<file path="src/rtl/rr_arbiter.sv">
// rtl/rr_arbiter.sv - round-robin arbiter with done/req-drop release and hold-limit timeout
// One owner at a time; every release passes through one IDLE cycle before the next grant.
module rr_arbiter #(
  parameter int N        = 4,
  parameter int MAX_HOLD = 15
) (
  input  logic                 clk,
  input  logic                 rst,
  input  logic [N-1:0]         req,
  input  logic                 done,
  output logic [N-1:0]         gnt,
  output logic                 gnt_valid,
  output logic [$clog2(N)-1:0] gnt_id,
  output logic                 timeout,
  output logic                 busy
);

  localparam int IW = $clog2(N);
  localparam int CW = $clog2(MAX_HOLD + 1);
  localparam logic [IW-1:0] LAST_RST = IW'(N - 1);
  localparam logic [CW-1:0] HOLD_MAX = CW'(MAX_HOLD);
  localparam logic [N-1:0]  ONE_HOT0 = N'(1);

  typedef enum logic {
    IDLE  = 1'b0,
    GRANT = 1'b1
  } state_e;

  state_e         state_q, state_d;
  logic [N-1:0]   gnt_q, gnt_d;
  logic           gnt_valid_q, gnt_valid_d;
  logic [IW-1:0]  gnt_id_q, gnt_id_d;
  logic           timeout_q, timeout_d;
  logic [IW-1:0]  last_q, last_d;
  logic [CW-1:0]  cnt_q, cnt_d;

  logic           win_found;
  logic [IW-1:0]  win_id;
  logic [IW-1:0]  cand;
  logic           owner_req;
  logic           hold_hit;
  logic           release_grant;
  logic           forced;

  // Scan upward from last+1, wrapping so that last itself is checked last.
  always_comb begin
    win_found = 1'b0;
    win_id    = '0;
    cand      = '0;
    for (int off = 1; off <= N; off++) begin
      cand = IW'((int'(last_q) + off) % N);
      if (!win_found && req[cand]) begin
        win_found = 1'b1;
        win_id    = cand;
      end
    end
  end

  always_comb begin
    owner_req     = req[gnt_id_q];
    hold_hit      = (cnt_q == HOLD_MAX);
    release_grant = done | ~owner_req | hold_hit;
    // A hold-limit release only counts as a timeout if nothing else would have ended it.
    forced        = hold_hit & ~done & owner_req;
  end

  always_ff @(posedge clk) begin
    if (rst) begin
      state_q     <= IDLE;
      gnt_q       <= '0;
      gnt_valid_q <= 1'b0;
      gnt_id_q    <= '0;
      timeout_q   <= 1'b0;
      last_q      <= LAST_RST;
      cnt_q       <= '0;
    end else begin
      state_q     <= state_d;
      gnt_q       <= gnt_d;
      gnt_valid_q <= gnt_valid_d;
      gnt_id_q    <= gnt_id_d;
      timeout_q   <= timeout_d;
      last_q      <= last_d;
      cnt_q       <= cnt_d;
    end
  end

  always_comb begin
    state_d = state_q;
    if (state_q == IDLE) begin
      if (win_found) begin
        state_d = GRANT;
      end
    end else begin
      if (release_grant) begin
        state_d = IDLE;
      end
    end
  end

  always_comb begin
    gnt_d       = gnt_q;
    gnt_valid_d = gnt_valid_q;
    gnt_id_d    = gnt_id_q;
    last_d      = last_q;
    cnt_d       = cnt_q;
    timeout_d   = 1'b0;
    if (state_q == IDLE) begin
      cnt_d = '0;
      if (win_found) begin
        gnt_d       = ONE_HOT0 << win_id;
        gnt_valid_d = 1'b1;
        gnt_id_d    = win_id;
        last_d      = win_id;
      end else begin
        gnt_d       = '0;
        gnt_valid_d = 1'b0;
        gnt_id_d    = '0;
      end
    end else begin
      if (release_grant) begin
        gnt_d       = '0;
        gnt_valid_d = 1'b0;
        gnt_id_d    = '0;
        cnt_d       = '0;
        timeout_d   = forced;
      end else if (!hold_hit) begin
        cnt_d = cnt_q + CW'(1);
      end
    end
  end

  always_comb begin
    gnt       = gnt_q;
    gnt_valid = gnt_valid_q;
    gnt_id    = gnt_id_q;
    timeout   = timeout_q;
    busy      = (state_q == GRANT);
  end

endmodule

</file>
<file path="config.mk">
export PLATFORM = sky130hd
export DESIGN_NAME = rr_arbiter
export DESIGN_NICKNAME = d
export VERILOG_FILES = /design/src/rtl/rr_arbiter.sv
export SDC_FILE = /design/constraint.sdc
export NUM_CORES = 1
export LEC_CHECK = 0
export BUFFER_PORTS_ARGS = -buffer_cell sky130_fd_sc_hd__buf_2
export CORE_MARGIN = 8
export CORE_UTILIZATION = 45
export DETAILED_ROUTE_END_ITERATION = 16
export PLACE_DENSITY = 0.77
export SLEW_MARGIN = 25
export SYNTH_ARGS = -nofsm -noshare
export SYNTH_HDL_FRONTEND = slang
export SYNTH_SLANG_ARGS = --single-unit
</file>
<file path="constraint.sdc">
create_clock -name clk -period 3.5 [get_ports clk]
set_clock_uncertainty 0.15 [all_clocks]
set_input_delay 0.525 -clock clk [delete_from_list [all_inputs] [get_ports clk]]
set_output_delay 0.525 -clock clk [all_outputs]
set_load 0.02 [all_outputs]
</file>
# ---- Yosys cells after proc, flatten, opt, wreduce, memory -nomap -nowiden
# Cells that the tools add are included.
dict set report totals {
  regBits 15
  latch_bits 0
  ram_bits 0
  romBits 0
  mem_count 0
}
dict set report classes {
  n_addsub 5
  n_mul 0
  div 0
  n_lt_le_gt_ge 5
  n_eq_ne 2
  shifts 1
  muxes 29
  bitwise_logic 8
  reduce_logical 9
}
# operator n
set ops {}
lappend ops {{$lt A2 B3 Y1 const B} 5}
lappend ops {{$mux W1} 14}
lappend ops {{$mux W2} 7}
lappend ops {{$mux W4} 3}
lappend ops {{$bmux W1 S2} 5}
lappend ops {{$reduce_or A3 Y1} 2}
lappend ops {{$add A2 B1 Y2 const B} 2}
lappend ops {{$add A2 B2 Y2 const B} 2}
lappend ops {{$add A4 B1 Y4 const B} 1}
lappend ops {{$eq A4 B4 Y1 const B} 1}
lappend ops {{$not A1 Y1} 4}
lappend ops {{$shl A1 B2 Y4 const A} 1}
lappend ops {{$logic_and A1 B1 Y1} 3}
lappend ops {{$logic_not A1 Y1} 3}
lappend ops {{$and A1 B1 Y1} 2}
lappend ops {{$ne A2 B1 Y1 const B} 1}
lappend ops {{$or A1 B1 Y1} 2}
lappend ops {{$reduce_and A2 Y1} 1}

# ---- Longest topological paths before layout
dict set report logic_depth {
  ltp_word 16
  depth_mapped 5
  depth_no_buf 4
}

# ---- Least setup slack after synthesis
# OpenSTA, ideal clock, no wires.
dict set report synth_timing {
  path_kind {register to register}
  from {register gnt_id_q[0] (netlist: gnt_id[0])}
  to {register gnt_q[0] (netlist: gnt[0])}
  arrival_ns 1.481
  required_time_ns 3.233
  setup_slack_ns 1.752
  stages_incl_launch_ff 6
  n_path_buf 1
  cell_sequence {dfxtp_1 > mux4_2 > nand3_2 > nor2b_2 > buf_6 > a22o_1}
}
dict set report synth_between {
  elab_chain_len 6
}
# item line_no
set synth_lines {}
lappend synth_lines {{start: declaration} 32} ;# logic [IW-1:0] gnt_id_q, gnt_id_d;
lappend synth_lines {{start signal: assignment} 80} ;# gnt_id_q <= gnt_id_d;
lappend synth_lines {{$bmux W1 S2} 60} ;# owner_req = req[gnt_id_q];
lappend synth_lines {{$mux W1 (not written as such)} 60}
lappend synth_lines {{$not A1 Y1} 62} ;# release_grant = done | ~owner_req | hold_hit;
lappend synth_lines {{$or A1 B1 Y1 (2 in a row)} 62}
lappend synth_lines {{$ne A2 B1 Y1 (no source line)} -}
lappend synth_lines {{end signal: assignment} 78} ;# gnt_q <= gnt_d;
lappend synth_lines {{end: declaration} 30} ;# logic [N-1:0] gnt_q, gnt_d;
# No other way between the ends. The select of a mux whose other input is x is not followed.
# A chain may end at the register's enable or synchronous reset.

# ---- Final worst setup path
dict set report layout_timing {
  from {register gnt_id_q[0] (netlist: gnt_id[0])}
  to {register gnt_q[2] (netlist: gnt[2])}
}
# Same word-level chain as after synthesis.

==> results.txt <==
DRT iter0 DRCs: 16
Syn nets: 70
Share of cells above drive strength 1: 29.1%
Synth Area in Compound Gates: 18.4%
Placed inst area: 717 sq um
Seq pwr share: 54.1%
NumNets Final: 88
Flop-to-flop setup slack: 1.87 ns
Total Power: 0.000360 W
# Post-CTS Setup Buffers: 0
Kind of critical path: flip-flop to flip-flop
Post-synthesis simple-gate area fraction: 20.8%
PortBufs: 15
Count of unique library cells instantiated by Yosys: 27
Layout area overhead: 16.7%
Via density: 5.34
Fin cells: 94
# IOs: 16
Largest net degree at the start of global routing: 12
Global-route wire length before repair: 1.96 mm
Clock share of power: 27.8%
Reg2Reg Depth: 4
# rows: 13
Post-Synth XOR/XNOR Area: 2.75%
Status: finished clean
HPWL Detailed: 901 microns
GPL Wtd Cong: 0.768
Hold slack: 0.303 ns
DR WL/cell: 13.2 microns
Root Buffer Master: clkbuf_4
Die height: 53.7 microns
Maximum fanout along the worst path: 11
DRC Markers: 0
RR Startpoint: gnt_id[0]$_SDFFE_PP0P_
Design Area, Final: 744 sq um
Remaining global-route overflow: 0
Area contributors post-synth: dfxtp_1 47%, o2bb2ai_1 4.1%, a21o_1 3.5%, mux4_2 3.5%, nor2_1 3.5%
Final WL: 1.24 mm
Syn Std Cell Area: 638 sq um
N_diodes: 0
F_max: 615 MHz
Die width: 53.7 microns
YS warnings: 0
Clock buffer depth: 2
CTS tree: done
Post-synthesis adder-cell area fraction: 1.96%
Final hold vios: 0
Cells on Worst Hold Path: 1
Power per cell area: 483 mW/mm^2
Net Sw Power: 0.000106 W
Slew @ Worst Pin: 0.557 ns
Max Cap Viol: 0
Resized Gates After CTS: 0
Setup Viol. Count Final: 0
Overall Global Routing Usage: 9.26%
Main combinational cell family by area after synthesis: simple AND/OR/NAND/NOR gates
Crit end category: flip-flop
Most frequent cells in the layout: 15 x dfxtp_1, 15 x buf_2, 6 x nor2_1
Mean Syn Cell Area: 10.3 sq um
RR Endpoint: gnt[2]$_SDFFE_PP0P_
Initial Util: 48.4%
Internal power: 0.000254 W
Core area: 0.00132 sq mm
Final min period: 1.63 ns
Sequential element share of the synthesized area: 47.1%
Sink Count: 15
CTS Buf Count: 3
Worst Setup Start Kind: flip-flop
Slew headroom: 62.7%
Clock Latency Late Sink: 0.28 ns
Comb pwr share: 18.1%
Largest area contributor in the synthesized netlist: dfxtp_1
Setup crit end: gnt[2]$_SDFFE_PP0P_
Min-Delay Path Class: flip-flop to flip-flop
Antenna-violating nets left: 0
Worst Path Arrival: 1.65 ns
Leakage: 0.343 nW
FF+latch count, synth: 15
Placed Cells incl. Taps: 90
Setup tns final: 0 ns
RSZ-0062 raised after global routing: no
Syn Inst Count: 62
Top cell type's share of synthesized area: 47.1%
CP required: 3.53 ns
Switching share of power: 29.4%
CTS clk-pin slew, worst paths: 0.10 ns
Total iterations of the first detailed-routing run: 4
Peak VDD IR: 0.206 mV
Initial antenna violation count: 0
Final Slew Violations: 0
H-tree depth: 1
CP startpoint: gnt_id[0]$_SDFFE_PP0P_
Vias: 502
# hold bufs at CTS: 0
Fin crit share: 46.4%
Vias in the first global route: 474
Mux cell area share after synthesis: 6.67%
Die area: 0.00288 sq mm
cell families (layout without fill, tap and decap cells):
kind of cell	after synthesis	in the layout
xor+xnor	2	2
mux	3	3
simple gates	24	24
buf+inv	2	19
flops	15	15
fa+ha+maj	1	1
compound gates	15	15
metal layers:
layer / vias up / GRT usage, % / routed length [microns]
li1: 254 / - / -
met1: 225 / 11.9 / 605
met2: 23 / 13.1 / 527
met3: 0 / 3.31 / 107
met4: 0 / 5.04 / 0
met5: - / 0 / 0
stage by stage:
step                worst slack (ns)  util [%]
finish                          1.87      56.5
global route                    1.78      56.5
CTS                             1.87      56.5
detailed placement              1.63      54.4
global placement                1.65      54.4
floorplan                       1.75         -
state kept, by name (all words and copies together), names as in the netlist:
signal,cells
busy,1
gnt_valid,1
cnt_q,4
gnt,4
gnt_id,2
timeout,1
last_q,2
Yosys cell counts:
cell and n:
a211o_1 1, a211oi_1 1, a21boi_0 1, a21o_1 3
a21oi_1 2, a22o_1 2, a31oi_1 1, and2_1 3
buf_6 1, clkbuf_1 1, dfxtp_1 15, ha_1 1
mux2i_1 2, mux4_2 1, nand2_1 3, nand2b_1 3
nand3_1 2, nand3_2 1, nand3b_1 1, nor2_1 6
nor2b_1 2, nor2b_2 1, o221a_2 1, o2bb2ai_1 3
or2_1 1, or3_1 1, xnor2_1 2
cell type report:
cell class / count / area [sq um]
fillers: 118 / 573
multi-input cells: 45 / 323
flip-flops and latches: 15 / 300
repair buffers: 15 / 75.1
clock buffers: 3 / 22.5
well taps: 15 / 18.8
clock inverters: 1 / 5.00
critical path: stages, from the launching register on:
cell and delay, ns:
dfxtp_1 0.39, mux4_2 0.52, nand3_2 0.12, nor2b_2 0.10, a22o_1 0.25
power groups by stage:
stage	registers [W]	logic (W)	clock network [W]
6_report	0.000195	0.0000649	0.000100
5_1_grt	0.000197	0.0000708	0.000107
4_1_cts	0.000194	0.0000654	0.000102
3_5_place_dp	0.000198	0.0000647	0
3_3_place_gp	0.000198	0.0000651	0
2_1_floorplan	0.000205	0.0000377	0
worst min-delay path by stage:
stage,slack (ns),from,to
global route,0.33,cnt_q[0]$_SDFFE_PP0P_,cnt_q[0]$_SDFFE_PP0P_
CTS,0.31,cnt_q[0]$_SDFFE_PP0P_,cnt_q[0]$_SDFFE_PP0P_
finish,0.30,cnt_q[0]$_SDFFE_PP0P_,cnt_q[0]$_SDFFE_PP0P_
detailed placement,0.29,cnt_q[0]$_SDFFE_PP0P_,cnt_q[0]$_SDFFE_PP0P_
global placement,0.29,cnt_q[0]$_SDFFE_PP0P_,cnt_q[0]$_SDFFE_PP0P_
floorplan,0.27,cnt_q[0]$_SDFFE_PP0P_,cnt_q[0]$_SDFFE_PP0P_
Power figures use the tool's default switching activity.
